$ cat src/rtl/glyph_font_pkg.sv
// Shared 5x7 font table, code constants and streamer state encoding.
// Hex glyphs A-F exist only when GLYPH_HEX_EN is defined; otherwise codes 10-15 fall outside the table.
package glyph_font_pkg;

  localparam int GLYPH_W_DEF = 5;
  localparam int GLYPH_H_DEF = 7;
  localparam int FONT_W      = 5;
  localparam int FONT_H      = 7;

  localparam logic [3:0] CODE_0 = 4'd0;
  localparam logic [3:0] CODE_1 = 4'd1;
  localparam logic [3:0] CODE_2 = 4'd2;
  localparam logic [3:0] CODE_3 = 4'd3;
  localparam logic [3:0] CODE_4 = 4'd4;
  localparam logic [3:0] CODE_5 = 4'd5;
  localparam logic [3:0] CODE_6 = 4'd6;
  localparam logic [3:0] CODE_7 = 4'd7;
  localparam logic [3:0] CODE_8 = 4'd8;
  localparam logic [3:0] CODE_9 = 4'd9;
  localparam logic [3:0] CODE_A = 4'd10;
  localparam logic [3:0] CODE_B = 4'd11;
  localparam logic [3:0] CODE_C = 4'd12;
  localparam logic [3:0] CODE_D = 4'd13;
  localparam logic [3:0] CODE_E = 4'd14;
  localparam logic [3:0] CODE_F = 4'd15;

  typedef enum logic [1:0] {IDLE, LOAD, SHIFT} state_t;

  typedef logic [FONT_W-1:0] font_row_t;

`ifdef GLYPH_HEX_EN
  localparam int NUM_GLYPHS = 16;
`else
  localparam int NUM_GLYPHS = 10;
`endif

  // Row 0 is the top row; bit FONT_W-1 is the leftmost pixel.
  localparam font_row_t FONT_TBL [NUM_GLYPHS][FONT_H] = '{
    '{5'b01110, 5'b10001, 5'b10011, 5'b10101, 5'b11001, 5'b10001, 5'b01110},
    '{5'b00100, 5'b01100, 5'b00100, 5'b00100, 5'b00100, 5'b00100, 5'b01110},
    '{5'b01110, 5'b10001, 5'b00001, 5'b00010, 5'b00100, 5'b01000, 5'b11111},
    '{5'b11111, 5'b00010, 5'b00100, 5'b00010, 5'b00001, 5'b10001, 5'b01110},
    '{5'b01000, 5'b01100, 5'b01010, 5'b11111, 5'b01000, 5'b01000, 5'b00000},
    '{5'b11111, 5'b10000, 5'b11110, 5'b00001, 5'b00001, 5'b10001, 5'b01110},
    '{5'b00110, 5'b01000, 5'b10000, 5'b11110, 5'b10001, 5'b10001, 5'b01110},
    '{5'b11111, 5'b00001, 5'b00010, 5'b00100, 5'b01000, 5'b01000, 5'b01000},
    '{5'b01110, 5'b10001, 5'b10001, 5'b01110, 5'b10001, 5'b10001, 5'b01110},
    '{5'b01110, 5'b10001, 5'b10001, 5'b01111, 5'b00001, 5'b00010, 5'b01100}
`ifdef GLYPH_HEX_EN
    ,
    '{5'b01110, 5'b10001, 5'b10001, 5'b11111, 5'b10001, 5'b10001, 5'b10001},
    '{5'b11110, 5'b10001, 5'b10001, 5'b11110, 5'b10001, 5'b10001, 5'b11110},
    '{5'b01110, 5'b10001, 5'b10000, 5'b10000, 5'b10000, 5'b10001, 5'b01110},
    '{5'b11100, 5'b10010, 5'b10001, 5'b10001, 5'b10001, 5'b10010, 5'b11100},
    '{5'b11111, 5'b10000, 5'b10000, 5'b11110, 5'b10000, 5'b10000, 5'b11111},
    '{5'b11111, 5'b10000, 5'b10000, 5'b11110, 5'b10000, 5'b10000, 5'b10000}
`endif
  };

  function automatic font_row_t font_lookup(input int code, input int row);
    font_row_t r;
    r = '0;
    if (code >= 0 && code < NUM_GLYPHS && row >= 0 && row < FONT_H)
      r = FONT_TBL[code][row];
    return r;
  endfunction

endpackage

$ cat src/rtl/glyph_font_rom.sv
// Combinational font lookup (code,row -> GLYPH_W-bit row, left aligned); zero latency, no flow control.
// Rows >= GLYPH_H and codes without a glyph (A-F unless GLYPH_HEX_EN) read as blank.
module glyph_font_rom
  import glyph_font_pkg::*;
#(
  parameter int GLYPH_W = GLYPH_W_DEF,
  parameter int GLYPH_H = GLYPH_H_DEF,
  parameter int ROW_W   = 3
) (
  input  logic [3:0]         code,
  input  logic [ROW_W-1:0]   row,
  output logic [GLYPH_W-1:0] bits
);

  font_row_t raw;

  always_comb begin
    raw = '0;
    if (int'(row) < GLYPH_H)
      raw = font_lookup(int'(code), int'(row));
  end

  // The stored font is FONT_W wide; pad on the right or drop right-hand columns to fit.
  generate
    if (GLYPH_W == FONT_W) begin : g_exact
      assign bits = raw;
    end else if (GLYPH_W > FONT_W) begin : g_pad
      assign bits = {raw, {(GLYPH_W-FONT_W){1'b0}}};
    end else begin : g_trunc
      assign bits = raw[FONT_W-1 -: GLYPH_W];
    end
  endgenerate

endmodule

$ cat src/rtl/glyph_row_streamer.sv
// Streams one glyph row as GLYPH_W*SCALE_X pixels; first pixel 2 cycles after request accept (GLYPH_HEX_EN adds A-F).
// Valid/ready output: pixel, pix_last and counters hold while pix_ready is low; req_ready only in IDLE.
module glyph_row_streamer
  import glyph_font_pkg::*;
#(
  parameter int GLYPH_W = GLYPH_W_DEF,
  parameter int GLYPH_H = GLYPH_H_DEF,
  parameter int ROW_W   = 3,
  parameter int SCALE_X = 1
) (
  input  logic             clk,
  input  logic             rst_n,
  input  logic             req_valid,
  output logic             req_ready,
  input  logic [3:0]       req_code,
  input  logic [ROW_W-1:0] req_row,
  output logic             pix_valid,
  input  logic             pix_ready,
  output logic             pix_on,
  output logic             pix_last
);

  localparam int CW = (GLYPH_W > 1) ? $clog2(GLYPH_W) : 1;
  localparam int RW = (SCALE_X > 1) ? $clog2(SCALE_X) : 1;
  localparam logic [CW-1:0] COL_LAST   = CW'(GLYPH_W - 1);
  localparam logic [RW-1:0] REP_LAST   = RW'(SCALE_X - 1);
  localparam logic          FIRST_LAST = (GLYPH_W == 1) && (SCALE_X == 1);

  state_t             state;
  logic [3:0]         code_q;
  logic [ROW_W-1:0]   row_q;
  logic [GLYPH_W-1:0] sr;
  logic [GLYPH_W-1:0] rom_bits;
  logic [CW-1:0]      col_cnt;
  logic [RW-1:0]      rep_cnt;

  logic               rep_wrap;
  logic [CW-1:0]      nxt_col;
  logic [RW-1:0]      nxt_rep;
  logic [GLYPH_W-1:0] nxt_sr;

  glyph_font_rom #(
    .GLYPH_W (GLYPH_W),
    .GLYPH_H (GLYPH_H),
    .ROW_W   (ROW_W)
  ) u_rom (
    .code (code_q),
    .row  (row_q),
    .bits (rom_bits)
  );

  // Next-pixel view, so pix_on/pix_last can be registered one step ahead.
  always_comb begin
    rep_wrap = (rep_cnt == REP_LAST);
    nxt_rep  = rep_wrap ? '0 : rep_cnt + 1'b1;
    nxt_col  = rep_wrap ? col_cnt + 1'b1 : col_cnt;
    nxt_sr   = rep_wrap ? (sr << 1) : sr;
  end

  always_ff @(posedge clk) begin
    if (!rst_n) begin
      state     <= IDLE;
      req_ready <= 1'b0;
      pix_valid <= 1'b0;
      pix_on    <= 1'b0;
      pix_last  <= 1'b0;
      code_q    <= '0;
      row_q     <= '0;
      sr        <= '0;
      col_cnt   <= '0;
      rep_cnt   <= '0;
    end else begin
      case (state)
        IDLE: begin
          if (req_valid && req_ready) begin
            code_q    <= req_code;
            row_q     <= req_row;
            req_ready <= 1'b0;
            state     <= LOAD;
          end else begin
            req_ready <= 1'b1;
          end
        end
        LOAD: begin
          sr        <= rom_bits;
          col_cnt   <= '0;
          rep_cnt   <= '0;
          pix_valid <= 1'b1;
          pix_on    <= rom_bits[GLYPH_W-1];
          pix_last  <= FIRST_LAST;
          state     <= SHIFT;
        end
        SHIFT: begin
          if (pix_ready) begin
            if (pix_last) begin
              pix_valid <= 1'b0;
              pix_on    <= 1'b0;
              pix_last  <= 1'b0;
              req_ready <= 1'b1;
              state     <= IDLE;
            end else begin
              sr       <= nxt_sr;
              col_cnt  <= nxt_col;
              rep_cnt  <= nxt_rep;
              pix_on   <= nxt_sr[GLYPH_W-1];
              pix_last <= (nxt_col == COL_LAST) && (nxt_rep == REP_LAST);
            end
          end
        end
        default: state <= IDLE;
      endcase
    end
  end

endmodule

$ cat config.mk
export PLATFORM = sky130hd
export DESIGN_NAME = glyph_row_streamer
export DESIGN_NICKNAME = d
export VERILOG_FILES = /design/src/rtl/glyph_font_pkg.sv /design/src/rtl/glyph_font_rom.sv /design/src/rtl/glyph_row_streamer.sv
export SDC_FILE = /design/constraint.sdc
export NUM_CORES = 1
export LEC_CHECK = 0
export ABC_AREA = 1
export BUFFER_PORTS_ARGS = -buffer_cell sky130_fd_sc_hd__buf_2
export CAP_MARGIN = 20
export CORE_ASPECT_RATIO = 0.8
export CORE_MARGIN = 3
export CORE_UTILIZATION = 39
export CTS_BUF_LIST = sky130_fd_sc_hd__clkbuf_8
export CTS_CLUSTER_DIAMETER = 80
export DETAILED_ROUTE_END_ITERATION = 8
export SKIP_CTS_REPAIR_TIMING = 1
export SLEW_MARGIN = 20
export SYNTH_ARGS = -nofsm -noshare
export SYNTH_HDL_FRONTEND = slang
export SYNTH_SLANG_ARGS = --single-unit
$ cat constraint.sdc
create_clock -name clk -period 3.1 [get_ports clk]
set_input_delay 0.465 -clock clk [delete_from_list [all_inputs] [get_ports clk]]
set_output_delay 0.465 -clock clk [all_outputs]
set_load 0.01 [all_outputs]
==> impl_metrics.env, run 1 <==
export IMPL_status="completed"
export IMPL_track_usage_pct=16.5
export IMPL_cts_buffer_depth=2
export IMPL_synth_yosys_seq_area_share_pct=29.1
export IMPL_num_antenna_cells=0
export IMPL_seq_power_share_pct=39.4
export IMPL_p_clk_share_pct=34.0
export IMPL_io_pins=15
export IMPL_coreArea_mm2=0.00322
export IMPL_via_per_inst=5.35
export IMPL_synthCells=213
export IMPL_root_buffer="clkbuf_8"
export IMPL_first_pass_iters=4
export IMPL_grt_use_met1_pct=23.9
export IMPL_maxSlewHeadroom_pct=66.6
export IMPL_min_period_ns=1.79
export IMPL_required_ns=3.25
export IMPL_die_w_um=72.4
export IMPL_drc=0
export IMPL_setup_tns_ns=0
export IMPL_rsz0062_at_grt="no"
export IMPL_drive_above_1_share_pct=14.7
export IMPL_drv_cap=0
export IMPL_syn2layout_area_growth_pct=10.6
export IMPL_fmaxAchievable_mhz=560
export IMPL_synth_cell_area_mm2=0.00138
export IMPL_clk_pin_slew_worst_paths_ns=0.08
export IMPL_start_util_pct=42.7
export IMPL_drt_iter0_drc=169
export IMPL_critPathKind="register to register"
export IMPL_cp_max_fo=8
export IMPL_ys_warn_count=0
export IMPL_drtAntennaViolNets=0
export IMPL_nFillCells=349
export IMPL_comb_power_share_pct=26.6
export IMPL_clock_sinks=20
export IMPL_vias=1412
export IMPL_cts_max_level=1
export IMPL_cts_tree="yes"
export IMPL_syn_nets=230
export IMPL_synth_avg_cell_area_um2=6.46
export IMPL_place_area_mm2=0.00145
export IMPL_synth_distinct_cells=25
export IMPL_grt_pass1_vias=1286
export IMPL_hold_class="register to register"
export IMPL_fin_hold_ws_ns=0.470
export IMPL_arrival_ns=1.93
export IMPL_layout_common_cells="nand2_1 (49), nand3_1 (38), a21oi_1 (28)"
export IMPL_routedWlPerCell_um=12.5
export IMPL_critPathCaptureType="register"
export IMPL_swShare_pct=31.3
export IMPL_period_share_pct=57.6
export IMPL_setup_violations=0
export IMPL_finalNonFillerCells=264
export IMPL_rows=18
export IMPL_finClkSkew_ns=0.00296
export IMPL_worstSkewPairLatency_ns=0.25
export IMPL_finalPower_uw=758
export IMPL_routed_wl_mm=3.29
export IMPL_cts_buffers=3
export IMPL_ir_drop_v=0.000392
export IMPL_powerDensity_mw_per_mm2=498
export IMPL_ys_ff_latch=20
export IMPL_finalWeightedCongestion=0.949
export IMPL_antenna_found_initial=0
export IMPL_grt_pass1_wl_mm=5.67
export IMPL_p_sw_uw=237
export IMPL_cp_start_kind="register"
export IMPL_slew_violations=0
export IMPL_grt_max_degree=19
export IMPL_io_buffers=14
export IMPL_top_usage_layer="met2"
export IMPL_dp_hpwl_mm=2.52
export IMPL_final_area_mm2=0.00152
export IMPL_final_common_cell="nand2_1"
export IMPL_p_int_uw=521
export IMPL_grt_overflow_total=0
export IMPL_leakagePower_uw=0.000735
export IMPL_die_area_mm2=0.00428
export IMPL_dp_cells=260
export IMPL_grt_use_met2_pct=25.0
export IMPL_tightest_slew_ns=0.499
export IMPL_die_h_um=59.1
export IMPL_nets=242
export IMPL_finalHoldViolCount=0
export IMPL_use_met3_pct=3.73
==> sequential cells by signal, indices dropped and copies added, names as in the netlist, 2 cells and up <==
name / cells
row_q: 3
state: 2
col_cnt: 3
sr: 4
code_q: 4
==> area by class of cell <==
type	instances	area (um2)	share of cell area (%)
multi-input cells	161	831	54.6
flip-flops and latches	20	400	26.3
inverters	24	92.6	6.08
repair buffers	15	77.6	5.09
well taps	40	50.0	3.29
clock buffers	3	41.3	2.71
clock inverters	1	30.0	1.97
==> cell usage after synthesis, drive strengths merged <==
| library cell | number | area share [%] |
|---|---|---|
| a21oi | 31 | 13 |
| a31oi | 3 | 1.4 |
| buf | 6 | 3.3 |
| clkbuf | 2 | 0.55 |
| dfxtp | 20 | 29 |
| ha | 6 | 5.5 |
| inv | 24 | 6.7 |
| nand2 | 49 | 13 |
| nand3 | 39 | 15 |
| nand4 | 1 | 0.45 |
| nor2 | 11 | 4.3 |
| o211a | 1 | 0.73 |
| o211ai | 1 | 0.55 |
| o21ai | 18 | 6.5 |
| or2 | 1 | 0.45 |
==> worst max-delay path, stage by stage (launching register included) <==
cell	delay, ns
dfxtp_1	0.47
inv_1	0.14
ha_1	0.33
inv_1	0.07
nand3_1	0.16
nand3_1	0.14
nand3_1	0.08
nand2_1	0.07
nand2_1	0.06
nand3_1	0.10
a21oi_2	0.05
==> logic make-up (layout without fill, tap and decap cells) <==
family | Yosys count | after routing | share of synthesized area [%]
AND/OR/NAND/NOR | 101 | 101 | 33.1
AO/OA/AOI/OAI | 54 | 54 | 21.8
buffers and inverters | 32 | 43 | 10.5
flip-flops | 20 | 20 | 29.1
adder cells (fa/ha/maj) | 6 | 6 | 5.45
==> path summary, 6_finish.rpt <==
path / endpoint / slack [ns] / from / cells past startpoint
hold reg to reg: col_cnt[2] / 0.47 / col_cnt[2] / 2
hold / removal: col_cnt[2] / 0.47 / col_cnt[2] / 2
setup reg to reg: pix_on / 1.31 / code_q[0] / 10
setup / recovery: pix_on / 1.31 / code_q[0] / 10
==> power by group through the flow <==
| stage | Sequential, uW | Clock [uW] | Combinational (uW) |
|---|---|---|---|
| 6_report | 299 | 258 | 201 |
| 5_1_grt | 302 | 273 | 230 |
| 4_1_cts | 298 | 261 | 200 |
| 3_5_place_dp | 304 | 0 | 199 |
| 3_3_place_gp | 304 | 0 | 203 |
| 2_1_floorplan | 298 | 0 | 162 |
==> metrics by stage <==
step | worst slack (ns) | utilization [%]
after global placement | 1.45 | 45.1
final | 1.31 | 47.3
after global routing | 1.13 | 47.3
after CTS | 1.33 | 47.3
after detailed placement | 1.39 | 45.1
after floorplan | 1.57 | -
==> routing by layer <==
metal / vias to the layer above / share of wire (%)
met5: - / 0
met4: 0 / 0.43
met3: 2 / 5.2
met2: 33 / 41
met1: 641 / 53
li1: 736 / -
No activity file was read; power rests on OpenSTA's default activity.
==> run 2, diff against run 1 <==
clock period = 1.7 ns   (was 3.1 ns; I/O delays follow)
==> impl_metrics.env, run 2 (same netlist as run 1, synthesis figures left out) <==
export IMPL_routedWlPerCell_um=12.1
export IMPL_finalWeightedCongestion=0.880
export IMPL_worstSkewPairLatency_ns=0.26
export IMPL_period_share_pct=89.2
export IMPL_nets=248
export IMPL_critPathKind="register to register"
export IMPL_final_common_cell="nand2_1"
export IMPL_cts_buffer_depth=2
export IMPL_setup_tns_ns=0
export IMPL_layout_common_cells="nand2_1 (49), nand3_1 (37), a21oi_1 (28)"
export IMPL_grt_max_degree=19
export IMPL_status="completed"
export IMPL_clock_sinks=20
export IMPL_grt_overflow_total=0
export IMPL_drt_iter0_drc=172
export IMPL_leakagePower_uw=0.000765
export IMPL_slowest_stage="dfxtp_1"
export IMPL_drv_cap=0
export IMPL_path_delay_family="simple AND/OR/NAND/NOR gates"
export IMPL_die_w_um=72.4
export IMPL_hold_class="primary input to register"
export IMPL_fin_hold_ws_ns=0.273
export IMPL_drc=0
export IMPL_max_stage_delay_ns=0.37
export IMPL_critPathCaptureType="register"
export IMPL_cpMostUsedCell="nand3_1"
export IMPL_root_buffer="clkbuf_8"
export IMPL_die_h_um=59.1
export IMPL_drive_above_1_share_pct=17.4
export IMPL_required_ns=1.84
export IMPL_slew_violations=0
export IMPL_io_buffers=14
export IMPL_io_pins=15
export IMPL_min_period_ns=1.52
export IMPL_finClkSkew_ns=0.00544
export IMPL_clk_pin_slew_worst_paths_ns=0.08
export IMPL_ir_drop_v=0.000532
export IMPL_tightest_slew_ns=0.388
export IMPL_top_regs="code_q (4), sr (4)"
export IMPL_powerDensity_mw_per_mm2=893
export IMPL_drtAntennaViolNets=0
export IMPL_grt_pass1_wl_mm=5.62
export IMPL_coreArea_mm2=0.00322
export IMPL_setup_violations=0
export IMPL_cts_max_level=1
export IMPL_finalHoldViolCount=0
export IMPL_track_usage_pct=16.2
export IMPL_dp_hpwl_mm=2.57
export IMPL_via_per_inst=5.31
export IMPL_path_cells="inv_1 -> ha_1 -> inv_1 -> nand3_2 -> nand3_1 -> nand3_1 -> nand2_1 -> nand2_1 -> nand3_1 -> a21oi_2"
export IMPL_arrival_ns=1.66
export IMPL_grt_pass1_vias=1260
export IMPL_first_pass_iters=5
export IMPL_antenna_found_initial=0
export IMPL_rows=18
export IMPL_cts_tree="yes"
export IMPL_fmaxAchievable_mhz=659
export IMPL_start_util_pct=42.7
export IMPL_vias=1434
export IMPL_maxSlewHeadroom_pct=74.1
export IMPL_num_antenna_cells=0
export IMPL_syn2layout_area_growth_pct=14.3
export IMPL_routed_wl_mm=3.28
export IMPL_rsz0062_at_grt="no"
export IMPL_cp_max_fo=5
export IMPL_cts_buffers=3
export IMPL_cp_num_buf_inv=2
export IMPL_die_area_mm2=0.00428
export IMPL_cp_start_kind="register"
-- run 2: cell count changes in the layout (fill, tap and decap cells not counted), sizes merged --
| cell | delta |
|---|---|
| buf | +6 |
-- run 2: area by class of cell --
cell class,instances,area (um2)
fill,342,1650
multi-input combinational,161,836
sequential,20,400
timing repair buffer,21,123
inverter,24,92.6
tap,40,50.0
clock buffer,3,41.3
clock inverter,1,30.0
-- run 2: layer usage --
metal  track usage, %  part of all wire, %  up-vias  wire length, um
met5                0                    0        -                0
met4             2.37                 0.34        0               11
met3             3.56                  7.3        2              238
met2             22.4                   39       50             1260
met1             25.8                   54      633             1760
li1                 -                    -      749                -
-- run 2: worst min-delay path, cell delays in order --
cell and delay, ns:
buf_2 0.07, o21ai_0 0.07, a21oi_1 0.10
-- run 2: path summary, 6_finish.rpt --
path | from | end | slack, ns | cells after the start
setup / recovery | code_q[1] | pix_on | 0.18 | 10
hold / removal | req_row[1] | row_q[1] | 0.27 | 3
setup reg to reg | code_q[1] | pix_on | 0.18 | 10
hold reg to reg | col_cnt[2] | col_cnt[2] | 0.47 | 2
-- run 2: through the flow --
stage / power, uW / cell area (um2) / std cells / util (%) / worst slack (ns)
after floorplan: 839 / 1380 / 213 / - / 0.170
after global placement: 942 / 1500 / 266 / 46.5 / 0.182
after detailed placement: 936 / 1500 / 266 / 46.5 / 0.153
after CTS: 1410 / 1570 / 270 / 48.7 / 0.125
after global routing: 1500 / 1570 / 270 / 48.8 / 0.0149
final: 1400 / 1570 / 270 / 48.8 / 0.183
-- run 2: where the power goes --
part	switching, uW	internal [uW]
clock	157	314
sequential	29.3	505
combinational	253	146
==> run 3, diff against run 2 <==
ABC_AREA = 0   (was 1)
==> impl_metrics.env, run 3 <==
export IMPL_synth_cell_area_mm2=0.00162
export IMPL_die_w_um=78.0
export IMPL_drv_cap=0
export IMPL_antenna_found_initial=0
export IMPL_cts_buffers=3
export IMPL_fin_ws_ns=0.0575
export IMPL_synth_yosys_seq_area_share_pct=24.8
export IMPL_place_area_mm2=0.00180
export IMPL_track_usage_pct=16.5
export IMPL_io_buffers=14
export IMPL_finClkSkew_ns=0.00285
export IMPL_leakagePower_uw=0.000666
export IMPL_ir_drop_v=0.000623
export IMPL_required_ns=1.91
export IMPL_yosysTopAreaCell="dfxtp_1"
export IMPL_finalWeightedCongestion=0.913
export IMPL_drtAntennaViolNets=0
export IMPL_synth_distinct_cells=50
export IMPL_finalHoldViolCount=0
export IMPL_start_util_pct=41.4
export IMPL_synth_most_common_cell="nand2_1"
export IMPL_clk_pin_slew_worst_paths_ns=0.08
export IMPL_root_buffer="clkbuf_8"
export IMPL_yosys_top_cells_count="nand2_1 (27), a21oi_1 (23), dfxtp_1 (20)"
export IMPL_r2r_start="row_q[0]"
export IMPL_nets=246
export IMPL_fmaxAchievable_mhz=609
export IMPL_arrival_ns=1.85
export IMPL_maxSlewHeadroom_pct=75.7
export IMPL_worstSkewPairLatency_ns=0.26
export IMPL_slew_violations=0
export IMPL_comb_power_share_pct=27.2
export IMPL_die_area_mm2=0.00496
export IMPL_synth_avg_cell_area_um2=7.55
export IMPL_vias=1585
export IMPL_clock_sinks=20
export IMPL_async_reset_ff_share_pct=0
export IMPL_p_int_uw=993
export IMPL_io_pins=15
export IMPL_cp_max_fo=10
export IMPL_swShare_pct=28.7
export IMPL_period_share_pct=96.6
export IMPL_setup_violations=0
export IMPL_min_period_ns=1.64
export IMPL_yosys_top_cells_area="dfxtp_1 (25%), a21oi_1 (7.1%), nand2_1 (6.3%)"
export IMPL_num_antenna_cells=0
export IMPL_cts_max_level=1
export IMPL_routed_wl_mm=4.04
export IMPL_grt_overflow_total=0
export IMPL_cts_buffer_depth=2
export IMPL_layout_common_cells="nand2_1 (27), a21oi_1 (22), dfxtp_1 (19)"
export IMPL_reg2reg_depth=5
export IMPL_drt_iter0_drc=142
export IMPL_critPathCaptureType="register"
export IMPL_via_per_inst=5.60
export IMPL_top_regs="code_q (4), sr (4)"
export IMPL_first_pass_iters=4
export IMPL_dp_hpwl_mm=2.87
export IMPL_grt_pass1_vias=1418
export IMPL_grt_pass1_wl_mm=6.77
export IMPL_place_ws_ns=-0.0161
export IMPL_finalPower_uw=1390
export IMPL_p_clk_share_pct=34.2
export IMPL_coreArea_mm2=0.00390
export IMPL_drc=0
export IMPL_powerDensity_mw_per_mm2=731
export IMPL_rows=20
export IMPL_fin_hold_ws_ns=0.237
export IMPL_min_from="req_code[2]"
export IMPL_setup_tns_ns=0
export IMPL_ys_ff_latch=20
export IMPL_final_area_mm2=0.00191
export IMPL_min_to="code_q[2]"
export IMPL_r2r_end="sr[2]"
export IMPL_drive_above_1_share_pct=20.2
export IMPL_hold_class="primary input to register"
export IMPL_syn_nets=231
export IMPL_final_common_cell="nand2_1"
export IMPL_cp_start_kind="register"
export IMPL_routedWlPerCell_um=14.3
export IMPL_synth_edf_count=0
export IMPL_synth_top_flop_cell="dfxtp_1"
export IMPL_tightest_slew_ns=0.358
export IMPL_seq_power_share_pct=38.6
export IMPL_synthCells=214
export IMPL_p_sw_uw=400
export IMPL_rrSetupSlack_ns=0.06
export IMPL_holdPathStages=3
export IMPL_cts_tree="yes"
export IMPL_synthDominantCellAreaShare_pct=24.8
export IMPL_syn2layout_area_growth_pct=17.9
export IMPL_status="completed"
export IMPL_die_h_um=63.6
export IMPL_ys_warn_count=0
export IMPL_grt_max_degree=33
export IMPL_critPathKind="register to register"
[run 3: worst max-delay path by stage]
stage                     startpoint  endpoint  slack (ns)  depth (start not counted)
after floorplan            code_q[0]    pix_on        0.03                          8
after global placement     code_q[0]     sr[2]       -0.02                          7
after detailed placement   code_q[0]     sr[2]       -0.02                          7
after CTS                  code_q[0]     sr[2]       -0.04                          7
after global routing        row_q[0]     sr[2]       -0.01                          5
final                       row_q[0]     sr[2]        0.06                          5
[run 3: per-layer routing]
| layer | vias to the layer above | routed length, um | global-route usage, % |
|---|---|---|---|
| li1 | 806 | - | - |
| met1 | 718 | 2040 | 25.5 |
| met2 | 55 | 1680 | 23.3 |
| met3 | 6 | 276 | 3.43 |
| met4 | 0 | 44 | 2.84 |
| met5 | - | 0 | 0 |
[run 3: logic make-up (layout without fill, tap and decap cells)]
group	Yosys count	in the layout	share of synthesized area [%]
AO/OA/AOI/OAI	82	82	35.1
XOR/XNOR	1	1	0.542
adder cells (fa/ha/maj)	6	6	4.64
buffers and inverters	26	40	8.59
flip-flops	20	20	24.8
multiplexers	3	3	1.93
AND/OR/NAND/NOR	76	76	24.5
[run 3: final cells by class]
class	count	area, um2
inverters	9	33.8
well taps	55	68.8
fillers	417	2000
clock buffers	3	41.3
flip-flops and latches	20	402
repair buffers	27	209
multi-input cells	168	1120
clock inverters	1	30.0
[run 3: worst max-delay path: stages (launching register included)]
cell	delay, ns
dfxtp_1	0.40
clkinv_1	0.31
mux2i_1	0.20
a22o_1	0.27
a211oi_2	0.25
o21a_1	0.16
[run 3: through the flow]
| step | instances | utilization, % |
|---|---|---|
| after global routing | 283 | 48.8 |
| after CTS | 283 | 47.9 |
| final | 283 | 48.8 |
| after global placement | 279 | 46.1 |
| after floorplan | 214 | - |
| after detailed placement | 279 | 46.1 |
[run 3: power groups by stage]
| stage | Clock (uW) | Combinational, uW | Sequential (uW) |
|---|---|---|---|
| 6_report | 477 | 379 | 537 |
| 5_1_grt | 517 | 421 | 542 |
| 4_1_cts | 494 | 365 | 536 |
| 3_5_place_dp | 0 | 363 | 546 |
| 3_3_place_gp | 0 | 365 | 546 |
| 2_1_floorplan | 0 | 268 | 541 |
